**src/rtl/slave_port_controller.sv**
```systemverilog
// Per-slave port controller sitting directly behind the slave's round-robin arbiter.
// It latches the granted master, forwards that master's request to the slave and
// routes ack / read response / read data back to the owner only. When the
// transaction completes it pulses session_is_finished to release the arbiter.
//
// Handshake rules: in REQ the slave accepts when s_req && s_ack in the same
// cycle; in RESP the read data is valid (and consumed) in the cycle s_resp is
// high. Acks and responses outside those states are ignored.
module slave_port_controller #(
  parameter int N_MASTERS  = 4,
  parameter int ADDR_WIDTH = 32,
  parameter int DATA_WIDTH = 32
) (
  input  logic                            clk,
  input  logic                            rst,
  input  logic [N_MASTERS-1:0]            grant,
  input  logic [N_MASTERS-1:0]            m_req,
  input  logic [N_MASTERS*ADDR_WIDTH-1:0] m_addr,
  input  logic [N_MASTERS-1:0]            m_cmd,
  input  logic [N_MASTERS*DATA_WIDTH-1:0] m_wdata,
  output logic [N_MASTERS-1:0]            m_ack,
  output logic [N_MASTERS-1:0]            m_resp,
  output logic [DATA_WIDTH-1:0]           m_rdata,
  output logic                            s_req,
  output logic [ADDR_WIDTH-1:0]           s_addr,
  output logic                            s_cmd,
  output logic [DATA_WIDTH-1:0]           s_wdata,
  input  logic                            s_ack,
  input  logic                            s_resp,
  input  logic [DATA_WIDTH-1:0]           s_rdata,
  output logic                            session_is_finished,
  output logic                            busy
);

  localparam int OW = (N_MASTERS > 1) ? $clog2(N_MASTERS) : 1;

  typedef enum logic [1:0] {
    IDLE = 2'd0,
    REQ  = 2'd1,
    RESP = 2'd2,
    FIN  = 2'd3
  } state_t;

  state_t              state;
  state_t              state_nxt;
  logic [OW-1:0]       owner;
  logic [OW-1:0]       owner_nxt;
  logic [OW-1:0]       grant_idx;
  logic                own_req;
  logic                own_cmd;
  logic [ADDR_WIDTH-1:0] own_addr;
  logic [DATA_WIDTH-1:0] own_wdata;

  // Lowest set grant bit wins, so a non-one-hot grant still picks one master.
  always_comb begin
    grant_idx = '0;
    for (int i = N_MASTERS - 1; i >= 0; i--) begin
      if (grant[i]) grant_idx = OW'(i);
    end
  end

  // Select the owner's request, command, address and write data.
  always_comb begin
    own_req   = 1'b0;
    own_cmd   = 1'b0;
    own_addr  = '0;
    own_wdata = '0;
    for (int i = 0; i < N_MASTERS; i++) begin
      if (owner == OW'(i)) begin
        own_req   = m_req[i];
        own_cmd   = m_cmd[i];
        own_addr  = m_addr[i*ADDR_WIDTH +: ADDR_WIDTH];
        own_wdata = m_wdata[i*DATA_WIDTH +: DATA_WIDTH];
      end
    end
  end

  // State and owner registers; reset abandons any transaction without a finish pulse.
  always_ff @(posedge clk or posedge rst) begin
    if (rst) begin
      state <= IDLE;
      owner <= '0;
    end else begin
      state <= state_nxt;
      owner <= owner_nxt;
    end
  end

  // Next-state logic and output decode from state and latched owner.
  always_comb begin
    state_nxt           = state;
    owner_nxt           = owner;
    s_req               = 1'b0;
    s_addr              = '0;
    s_cmd               = 1'b0;
    s_wdata             = '0;
    m_ack               = '0;
    m_resp              = '0;
    m_rdata             = '0;
    session_is_finished = 1'b0;
    busy                = 1'b0;

    case (state)
      IDLE: begin
        // grant is only looked at here; later grant changes cannot move the owner.
        if (grant != '0) begin
          owner_nxt = grant_idx;
          state_nxt = REQ;
        end
      end

      REQ: begin
        busy    = 1'b1;
        s_req   = own_req;
        s_addr  = own_addr;
        s_cmd   = own_cmd;
        s_wdata = own_wdata;
        for (int i = 0; i < N_MASTERS; i++) begin
          if (owner == OW'(i)) m_ack[i] = s_ack;
        end
        if (!own_req) begin
          // Master withdrew before the slave accepted: close the session.
          state_nxt = FIN;
        end else if (s_ack) begin
          state_nxt = own_cmd ? FIN : RESP;
        end
      end

      RESP: begin
        busy = 1'b1;
        for (int i = 0; i < N_MASTERS; i++) begin
          if (owner == OW'(i)) m_resp[i] = s_resp;
        end
        m_rdata = s_rdata;
        if (s_resp) state_nxt = FIN;
      end

      FIN: begin
        busy                = 1'b1;
        session_is_finished = 1'b1;
        state_nxt           = IDLE;
      end

      default: begin
        state_nxt = IDLE;
      end
    endcase
  end

endmodule

```
**config.mk**
```make
export PLATFORM = sky130hd
export DESIGN_NAME = slave_port_controller
export DESIGN_NICKNAME = d
export VERILOG_FILES = /design/src/rtl/slave_port_controller.sv
export SDC_FILE = /design/constraint.sdc
export NUM_CORES = 1
export LEC_CHECK = 0
export ABC_AREA = 1
export BUFFER_PORTS_ARGS = -buffer_cell sky130_fd_sc_hd__buf_2
export CAP_MARGIN = 5
export CORE_AREA = 5 5 159 161
export CTS_CLUSTER_SIZE = 10
export DETAILED_ROUTE_END_ITERATION = 8
export DIE_AREA = 0 0 164 166
export SYNTH_ARGS = -nofsm -noshare
export SYNTH_HDL_FRONTEND = slang
export SYNTH_SLANG_ARGS = --single-unit
```
**constraint.sdc**
```tcl
create_clock -name clk -period 2.4 [get_ports clk]
set_input_delay 0.48 -clock clk [delete_from_list [all_inputs] [get_ports clk]]
set_output_delay 0.48 -clock clk [all_outputs]
set_load 0.02 [all_outputs]
```
Word-level counts from Yosys, hierarchy flattened
Cells that the tools add are included.
Widths: inputs -> output; s select.

cells by class
  equality and inequality tests = 9
  multiplexer cells = 43
  reductions and logical operators = 6

operators with widths
  operator            number
  $mux 32             11
  $mux 1              21
  $mux 2              8
  $eq 2x2->1 const B  4
  $mux 4              2
  $pmux 2 s4          1
  $eq 2x1->1 const B  2
  $logic_not 2->1     2
  $ne 2x2->1 const B  2
  $reduce_bool 4->1   1
  $ne 3x3->1 const B  1
  $reduce_and 3->1    1
  $reduce_or 3->1     1
  $reduce_and 2->1    1

storage, ports and cells
  bits in registers = 4
  input port bits = 304
  output and inout port bits = 108
  logic and storage cells = 60

Longest topological paths before layout
Gate-level depths: netlist of the first run.

  depth after elaboration = 9
  depth in mapped cells = 10
  mapped depth without buffers = 10

Least setup slack after synthesis of the first run
No wires, ideal clock.

  kind = flip-flop to output port
  from = register state[1]
  to = output s_addr[0]
  arrival time = 1.514 ns
  required time = 1.920 ns
  slack = 0.406 ns
  stages on the path, launching flop included = 7
  path buffers = 2
  path through = dfrtp_1 -> inv_1 -> ha_1 -> clkbuf_1 -> clkbuf_1 -> o211ai_1 -> inv_1

on the way
  cells in the longest elaborated chain, start to end = 2

RTL lines
  what                      RTL line  RTL
  start: declaration        44        state_t state;
  start signal: assignment  84        state <= state_nxt;
  $eq 2x1->1                103       case (state)
  $mux 32                   103
  end: declaration          25        output logic [ADDR_WIDTH-1:0] s_addr,

Every way passes these cells.

Final worst setup path of the first run
  from = register owner[1]
  to = output s_wdata[7]

on the way
  cells in the longest elaborated chain, start to end = 6
  elaborated cells on any way between the ends = 9
  those cells by class = 3 x eq/ne; 5 x mux; 1 x reduce/logical

RTL lines
  what                      RTL line  RTL
  start: declaration        46        logic [OW-1:0] owner;
  start signal: assignment  85        owner <= owner_nxt;
  $logic_not 2->1           69        if (owner == OW'(i)) begin
  $mux 32 (3 in a row)      69
  $mux 32 *                 69
  $mux 32 *                 103
  end: declaration          27        output logic [DATA_WIDTH-1:0] s_wdata,

Every way passes the cells marked *; elsewhere a longest branch is shown, timed or not.

==> run_results.csv, run 1 <==
group,metric,value,unit
pwr,finalPower,5.18,mW
pwr,vdd_drop_max,0.000391,V
finish,syn2layout_area_growth,94.8,%
setup_path,end_kind,"output port",
timing,finClkSkew,0.00133,ns
grt,grtUsageTotal,12.7,%
drt,antenna_left,0,
yosys,synthCells,548,
floorplan,die_h,166,um
drt,drt-initial-drc-count,356,
floorplan,core_area,23800,um^2
cts,clkLatencyLatePin,0.23,ns
yosys,syn_area_per_cell,4.94,um^2
setup_path,worstSetupStartpointType,"register",
setup_path,arrival,1.81,ns
timing,relSlewSlack,70.1,%
placed_design,dp_hpwl,15800,um
timing,fin_hold_ws,0.129,ns
yosys,yosysTopAreaCellShare,16.4,%
yosys,syn_nets,857,
finish,post_route_cells_drive_above_1_share,47.0,%
cts,cts_root_buf,"clkbuf_16",
timing,fin_crit_sh,95.6,%
cts,cts.sinks,4,
cts,h-tree-depth,1,
drt,wl_per_cell,15.1,um
grt,grt_max_degree,67,
yosys,yosysSeqAreaShare,3.70,%
timing,final-hold-violation-count,0,
setup_path,reg2reg_from,"owner[1]",
setup_path,path_class,"reg -> out",
timing,min_period,2.29,ns
drt,drc,0,
floorplan,start_util,11.4,%
yosys,yosys-top-cells-area,"nand2_1 (16%), nand3_1 (13%), inv_1 (12%), nor2_1 (9.8%), o221ai_1 (9.7%)",
yosys,synth.cell_area,2710,um^2
cts,cts_tree,"yes",
grt,overflow,0,
pwr,p_leak,3.38,nW
setup_path,crit_slowest_cell,"dfrtp_1",
timing,rsz0062_at_grt,"no",
timing,worst_pin_slew,0.449,ns
finish,fill_cells,2791,
timing,setup_viol,0,
yosys,yosys_warnings,0,
setup_path,crit_chain,"buf_4, o21ai_0, nand3_1, o211ai_1, inv_1, buf_2",
setup_path,crit_fanout,33,
grt,grt_pass1_wl,27800,um
grt,antenna_found_initial,2,
yosys,yosys.area.top_type,"nand2_1",
setup_path,required,1.92,ns
cts,holdBufCountCts,0,
pwr,p_per_area,981,nW/um^2
timing,clock.fmax,436,MHz
floorplan,io_pins,412,
setup_path,worstReg2RegEnd,"state[0]",
cts,cts.clk_slew.worst_paths,0.03,ns
yosys,ys_ff_latch,4,
drt,dr.pass1.iters,5,
drt,detail_route.wirelength,19100,um
finish,finalNetCount,1246,
drt,vias_per_cell,4.20,
cts,clock_tree.buffer_depth,2,
floorplan,row_count,57,
timing,tns,0,ns
cts,cts_buffers,3,
placed_design,port_buffers,411,
flow_run,cap_violations,0,
timing,final_max_slew_viol_count,0,
setup_path,critPathMaxStageDelay,0.48,ns
placed_design,place.gp.congestion,0.895,
drt,vias,5303,
hold_path,hp-class,"in -> async",
setup_path,rrSetupSlack,0.65,ns
setup_path,r2r_cells,9,
yosys,ys_types,21,
floorplan,dieArea,27200,um^2
grt,grt_pass1_vias,5376,
status,status,"finished, final reports clean",
floorplan,die_w,164,um
==> cell usage in the layout, fill, tap and decap left out, drive strengths merged <==
master  count
inv        88
o221ai     30
a21oi      32
a31oi       1
nand4       1
o21ai      39
nor3        1
o21bai      1
o211ai     34
buf       432
clkbuf      4
diode       2
nor2       72
ha          5
nand2     119
dfrtp       4
nand3      73
==> where the power goes <==
part	internal (mW)	switching, mW	leakage, nW
clock	0.220	0.0529	0.0382
sequential	0.103	0.0615	0.0480
combinational	1.65	3.09	3.30
total	1.97	3.21	3.38
==> kinds of logic after synthesis <==
logic type,after synthesis,synth area share (%)
adder cells (fa/ha/maj),5,2.31
buffers and inverters,136,20.3
AND/OR/NAND/NOR,266,40.9
flip-flops,4,3.70
AO/OA/AOI/OAI,137,32.7
==> worst max-delay path, delay by kind of cell, from the launching register on <==
family                 cells  cell delay [ns]
AOI/OAI and AO/OA          2             0.35
buffers and inverters      3             0.59
and+or+nand+nor            1             0.13
DFF                        1             0.48
==> per-layer routing <==
layer	routed length (um)	track usage (%)	vias to the layer above
met4	418	3.90	2
met3	2140	3.72	27
met2	9790	24.6	330
li1	-	-	2600
met1	6730	12.9	2344
met5	13	0	-
==> per-stage QoR <==
stage	cells	worst slack, ns	utilization [%]	instance area, um^2
finish	1262	0.107	22.2	5280
floorplan	548	0.406	-	2710
global route	1261	0.0118	22.1	5280
global placement	1255	0.296	21.8	5180
CTS	1259	0.0116	22.1	5260
detailed placement	1255	0.251	21.8	5180
==> final cells by class <==
class | count | area, um^2 | area share, %
repair buffers | 432 | 2290 | 43.5
multi-input cells | 408 | 2060 | 39.0
well taps | 324 | 405 | 7.68
inverters | 88 | 333 | 6.31
flip-flops and latches | 4 | 101 | 1.92
clock buffers | 4 | 78.8 | 1.49
diodes | 2 | 5.00 | 0.0948
==> flip-flops by register name, indices dropped and copies added (netlist names) <==
signal  flops
owner       2
state       2
==> repair_timing <==
action,4_1_cts,5_1_grt
setup buffers,0,1
endpoints found under the hold margin,0,0
gates resized for setup,0,1
setup endpoints to repair,0,17
==> worst max-delay path by stage <==
stage,from,endpoint,cells after the start
6_report,owner[1],s_wdata[7],6
3_5_place_dp,owner[0],s_wdata[20],7
2_1_floorplan,state[1],s_addr[0],6
4_1_cts,owner[0],s_wdata[20],7
5_1_grt,owner[1],s_wdata[7],6
3_3_place_gp,owner[0],s_wdata[20],7
==> Yosys cell counts (all sizes together) <==
library cell  number
nand2            119
inv               88
nand3             73
nor2              72
o21ai             39
o211ai            34
a21oi             32
o221ai            30
buf               29
clkbuf            19
ha                 5
dfrtp              4
a31oi              1
nand4              1
nor3               1
o21bai             1
Note: power is estimated with default switching activity, not from simulation.
==> run 2, diff against run 1 <==
--- a/config.mk
+++ b/config.mk
@@ -8,10 +8,11 @@
 export ABC_AREA = 1
 export BUFFER_PORTS_ARGS = -buffer_cell sky130_fd_sc_hd__buf_2
 export CAP_MARGIN = 5
-export CORE_AREA = 5 5 159 161
+export CORE_AREA = 5 5 156 158
 export CTS_CLUSTER_SIZE = 10
 export DETAILED_ROUTE_END_ITERATION = 8
-export DIE_AREA = 0 0 164 166
+export DIE_AREA = 0 0 161 163
+export HOLD_SLACK_MARGIN = 0.06
 export SYNTH_ARGS = -nofsm -noshare
 export SYNTH_HDL_FRONTEND = slang
 export SYNTH_SLANG_ARGS = --single-unit
==> constraint.sdc (replaced) <==
create_clock -name clk -period 2.9 [get_ports clk]
set_input_delay 0.58 -clock clk [delete_from_list [all_inputs] [get_ports clk]]
set_output_delay 0.58 -clock clk [all_outputs]
set_load 0.02 [all_outputs]
==> run 2 against run 1 <==
Sequential power down 28%. Worst hold slack better by 0.10 ns. Die area down 3.6%. Largest cell class unchanged. Highest routed layer unchanged. Largest power group unchanged. Critical endpoint is now s_addr[26]. Worst setup slack better by 0.33 ns.
==> run_results.csv, run 2 (same netlist as run 1, synthesis figures left out) <==
group,metric,value,unit
status,status,"finished, final reports clean",
setup_path,crit_top_cell,"inv_1",
placed_design,placed_area,5090,um^2
setup_path,cp-startpoint,"state[1]",
pwr,share_comb_of_total_power,91.7,%
floorplan,io_pins,412,
grt,grtUsageTotal,12.7,%
timing,tns,0,ns
drt,vias_per_cell,4.31,
drt,vias,5276,
setup_path,end_kind,"output port",
cts,post_cts_resized,0,
setup_path,crit_slowest_cell,"dfrtp_1",
hold_path,hp-class,"in -> async",
setup_path,path_class,"reg -> out",
cts,cts.sinks,4,
timing,relSlewSlack,71.1,%
floorplan,die_w,161,um
cts,cts_root_buf,"clkbuf_16",
setup_path,crit_chain,"inv_1, ha_1, inv_1, buf_4, a21oi_1, buf_2",
finish,final_util,22.5,%
cts,cts_tree,"yes",
floorplan,row_count,56,
timing,setup_viol,0,
timing,worst_pin_slew,0.433,ns
timing,final-hold-violation-count,0,
cts,h-tree-depth,1,
finish,finalNetCount,1244,
placed_design,port_buffers,411,
pwr,p_sw_share,62.7,%
placed_design,place_ws,0.628,ns
finish,stdcell_area,5170,um^2
timing,fin_ws,0.439,ns
finish,final_cell_mix,"buf_2 (411), nand2_1 (118), inv_1 (87)",
drt,drt-initial-drc-count,434,
setup_path,reg2reg_from,"owner[1]",
grt,grt_pass1_wl,27000,um
setup_path,crit_fanout,20,
timing,rsz0062_at_grt,"no",
cts,holdBufCountCts,0,
placed_design,dp_hpwl,15700,um
cts,cts.clk_slew.worst_paths,0.03,ns
pwr,power.share.clock,5.4,%
floorplan,dieArea,26200,um^2
timing,finClkSkew,0.000508,ns
grt,overflow,0,
timing,fin_crit_sh,84.9,%
drt,dr.pass1.iters,5,
grt,antenna_found_initial,3,
cts,cts_buffers,3,
pwr,p_leak,3.36,nW
floorplan,start_util,11.8,%
drt,wl_per_cell,15.2,um
finish,final_common_cell,"buf_2",
drt,drc,0,
setup_path,critPathMaxStageDelay,0.36,ns
timing,final_max_slew_viol_count,0,
cts,clock_tree.buffer_depth,2,
pwr,p_switching,2.61,mW
finish,post_route_cells_drive_above_1_share,46.8,%
setup_path,arrival,1.88,ns
flow_run,cap_violations,0,
drt,antenna_left,0,
setup_path,worstSetupStartpointType,"register",
pwr,p_per_area,806,nW/um^2
grt,grt_pass1_vias,5215,
cts,clkLatencyLatePin,0.23,ns
pwr,intPower,1.56,mW
finish,syn2layout_area_growth,91.0,%
grt,grt_max_degree,45,
placed_design,place.gp.congestion,0.833,
setup_path,required,2.32,ns
floorplan,core_area,23000,um^2
pwr,vdd_drop_max,0.000343,V
setup_path,crit_end,"s_addr[26]",
setup_path,rrSetupSlack,0.93,ns
timing,min_period,2.46,ns
pwr,finalPower,4.17,mW
drt,detail_route.wirelength,18600,um
setup_path,worstReg2RegEnd,"state[0]",
timing,clock.fmax,406,MHz
pwr,seqPwrFrac,2.9,%
setup_path,r2r_cells,10,
cts,post_cts_buffers,0,
finish,top_regs,"owner (2), state (2)",
floorplan,die_h,163,um
run 2: cell count changes in the layout (fill, tap and decap cells not counted):
cell,previous run,this run
buf_12,6,3
buf_4,14,16
buf_6,1,0
diode_2,2,1
ha_1,4,5
ha_2,1,0
run 2: worst min-delay path by stage:
stage / startpoint / endpoint / cells after the start
6_report: rst / state[0] / 2
5_1_grt: rst / owner[1] / 2
4_1_cts: rst / state[1] / 2
3_5_place_dp: rst / state[0] / 2
3_3_place_gp: rst / state[0] / 2
2_1_floorplan: rst / owner[0] / 1
run 2: power groups by stage:
stage | Combinational (mW) | Sequential (mW) | Clock, mW
floorplan | 2.52 | 0.104 | 0
global placement | 3.88 | 0.119 | 0
detailed placement | 3.89 | 0.121 | 0
CTS | 3.90 | 0.121 | 0.233
global route | 4.23 | 0.126 | 0.240
finish | 3.82 | 0.119 | 0.226
run 2: worst max-delay path: cells and delay by family (launching register included):
kind / cells / cell delay, ns
flip-flops: 1 / 0.36
adder cells (fa/ha/maj): 1 / 0.24
buffers and inverters: 4 / 0.97
AO/OA/AOI/OAI: 1 / 0.09
run 2: metrics by stage:
stage | hold slack [ns] | std cells
2_1_floorplan | 0.346 | 548
3_3_place_gp | 0.475 | 1220
3_5_place_dp | 0.475 | 1220
4_1_cts | 0.233 | 1224
5_1_grt | 0.246 | 1225
6_report | 0.232 | 1225
run 2: layout make-up:
cell class,instances,area (um^2)
multi-input combinational,408,2060
timing repair buffer,430,2240
sequential,4,101
antenna,1,2.50
inverter,88,333
tap,290,363
fill,2700,17800
clock buffer,4,78.8
run 2: layer usage:
layer / up-vias / part of all wire (%) / track usage (%)
met1: 2301 / 37 / 14.3
met2: 347 / 50 / 23.6
met5: - / 0.12 / 0
met3: 28 / 10 / 3.14
li1: 2596 / - / -
met4: 4 / 2.1 / 3.57
==> run 3, diff against run 2 <==
--- a/config.mk
+++ b/config.mk
@@ -8,10 +8,10 @@
 export ABC_AREA = 1
 export BUFFER_PORTS_ARGS = -buffer_cell sky130_fd_sc_hd__buf_2
 export CAP_MARGIN = 5
-export CORE_AREA = 5 5 156 158
+export CORE_AREA = 5 5 158 160
 export CTS_CLUSTER_SIZE = 10
 export DETAILED_ROUTE_END_ITERATION = 8
-export DIE_AREA = 0 0 161 163
+export DIE_AREA = 0 0 163 165
 export HOLD_SLACK_MARGIN = 0.06
 export SYNTH_ARGS = -nofsm -noshare
 export SYNTH_HDL_FRONTEND = slang
==> constraint.sdc (replaced) <==
create_clock -name clk -period 2.2 [get_ports clk]
set_input_delay 0.44 -clock clk [delete_from_list [all_inputs] [get_ports clk]]
set_output_delay 0.44 -clock clk [all_outputs]
set_load 0.02 [all_outputs]
==> run 3 against run 2 <==
Worst hold slack worse by 0.13 ns. Largest power group unchanged. First-iteration DRC count fell by 26%. Critical endpoint is now s_addr[19]. Critical path type unchanged. Clock skew up 0.0021 ns. Die area up 2.5%. Wire length grew 7.7%. Flip-flop and latch count stayed put. Total power grew 56%.
==> run_results.csv, run 3 (same netlist as run 1, synthesis figures left out) <==
group,metric,value,unit
status,status,"finished, final reports clean",
cts,h-tree-depth,1,
timing,finClkSkew,0.00259,ns
grt,grtUsageTotal,12.4,%
setup_path,path_class,"reg -> out",
finish,post_route_cells_drive_above_1_share,49.8,%
grt,overflow,0,
placed_design,dp_hpwl,15600,um
grt,grt_pass1_wl,26700,um
pwr,p_per_area,1140,nW/um^2
floorplan,core_area,23300,um^2
pwr,vdd_drop_max,0.000433,V
grt,grt_pass1_vias,5207,
setup_path,critPathBufInv,4,
timing,clock.fmax,467,MHz
cts,cts_tree,"yes",
timing,worst_pin_slew,0.350,ns
setup_path,crit_slowest_cell,"dfrtp_1",
placed_design,place_ws,0.0700,ns
timing,relSlewSlack,76.6,%
cts,cts_buffers,3,
placed_design,port_buffers,411,
cts,clkLatencyLatePin,0.22,ns
setup_path,critPathMaxStageDelay,0.40,ns
floorplan,row_count,56,
setup_path,crit_fanout,32,
flow_run,cap_violations,0,
cts,cts_root_buf,"clkbuf_16",
pwr,p_leak,3.53,nW
finish,final_cell_mix,"buf_2 (397), nand2_1 (115), inv_1 (86)",
drt,wl_per_cell,15.8,um
timing,min_period,2.14,ns
floorplan,dieArea,26900,um^2
grt,use_met2,24.1,%
drt,detail_route.wirelength,20000,um
finish,finalNetCount,1257,
drt,drt-initial-drc-count,320,
drt,antenna_left,0,
placed_design,dp.cells,1251,
drt,vias,5386,
floorplan,io_pins,412,
placed_design,place.gp.congestion,0.833,
grt,grt-busiest-layer,"met2",
setup_path,end_kind,"output port",
setup_path,worstSetupStartpointType,"register",
finish,syn2layout_area_growth,110,%
timing,fin_ws,0.0587,ns
timing,rsz0062_at_grt,"yes",
finish,final_common_cell,"buf_2",
pwr,finalPower,6.51,mW
floorplan,start_util,11.6,%
drt,vias_per_cell,4.25,
cts,cts.clk_slew.worst_paths,0.03,ns
drt,drc,0,
finish,top_regs,"owner (2), state (2)",
timing,fin_hold_ws,0.101,ns
setup_path,crit_chain,"buf_6, nor2_4, inv_1, buf_12, o221ai_2, a21oi_1, buf_2",
setup_path,required,1.76,ns
hold_path,hp-class,"in -> async",
setup_path,arrival,1.70,ns
floorplan,die_h,165,um
setup_path,critPathTopFamily,"buffers and inverters",
grt,met3_usage,3.84,%
grt,grt_max_degree,62,
grt,antenna_found_initial,3,
timing,setup_viol,0,
drt,dr.pass1.iters,5,
timing,final-hold-violation-count,0,
timing,final_max_slew_viol_count,0,
cts,cts.sinks,4,
grt,grtUsageMet1,12.8,%
timing,fin_crit_sh,97.3,%
finish,stdcell_count,1268,
cts,clock_tree.buffer_depth,2,
floorplan,die_w,163,um
[run 3: cell count changes in the layout (fill, tap and decap cells not counted), sizes merged]
| cell | previous run | this run |
|---|---|---|
| diode | 1 | 2 |
| buf | 430 | 438 |
| clkbuf | 4 | 9 |
[run 3: metal layers]
metal / up-vias / share of wire [%]
met2: 326 / 51
met3: 32 / 10
met1: 2400 / 36
li1: 2626 / -
met4: 2 / 2.3
met5: - / 0.065
[run 3: report_power, final]
part           switching [mW]  internal (mW)
combinational            3.66           2.39
clock                  0.0529          0.239
sequential             0.0536          0.113
[run 3: final timing paths]
check,startpoint,end,slack (ns),cells after the start
setup / recovery,owner[1],s_addr[19],0.06,7
hold / removal,rst,owner[1],0.10,2
setup reg to reg,owner[1],state[0],0.57,10
hold reg to reg,state[0],state[0],0.67,3
max in group asynchronous,rst,owner[0],1.92,2
min in group clk,grant[0],owner[1],0.52,4
[run 3: metrics by stage]
stage / TNS [ns] / util, % / area (um^2)
4_1_cts: -0.000918 / 23.5 / 5470
2_1_floorplan: 0 / - / 2710
5_1_grt: -0.183 / 24.5 / 5690
6_report: 0 / 24.5 / 5690
3_5_place_dp: 0 / 22.6 / 5270
3_3_place_gp: 0 / 22.6 / 5270
[run 3: repair_timing]
| action | 4_1_cts | 5_1_grt |
|---|---|---|
| setup buffers | 3 | 3 |
| resized for setup | 10 | 33 |
| pin swaps | 2 | 5 |
| gates cloned | 1 | 4 |
| hold buffers | 0 | 0 |
| endpoints found under the setup margin | 4 | 59 |
[run 3: area by class of cell]
type                    instances  area [um^2]
repair buffers                443         2620
well taps                     319          399
multi-input cells             408         2150
inverters                      88          338
clock buffers                   4         78.8
fillers                      2693        17600
diodes                          2         5.00
flip-flops and latches          4          101
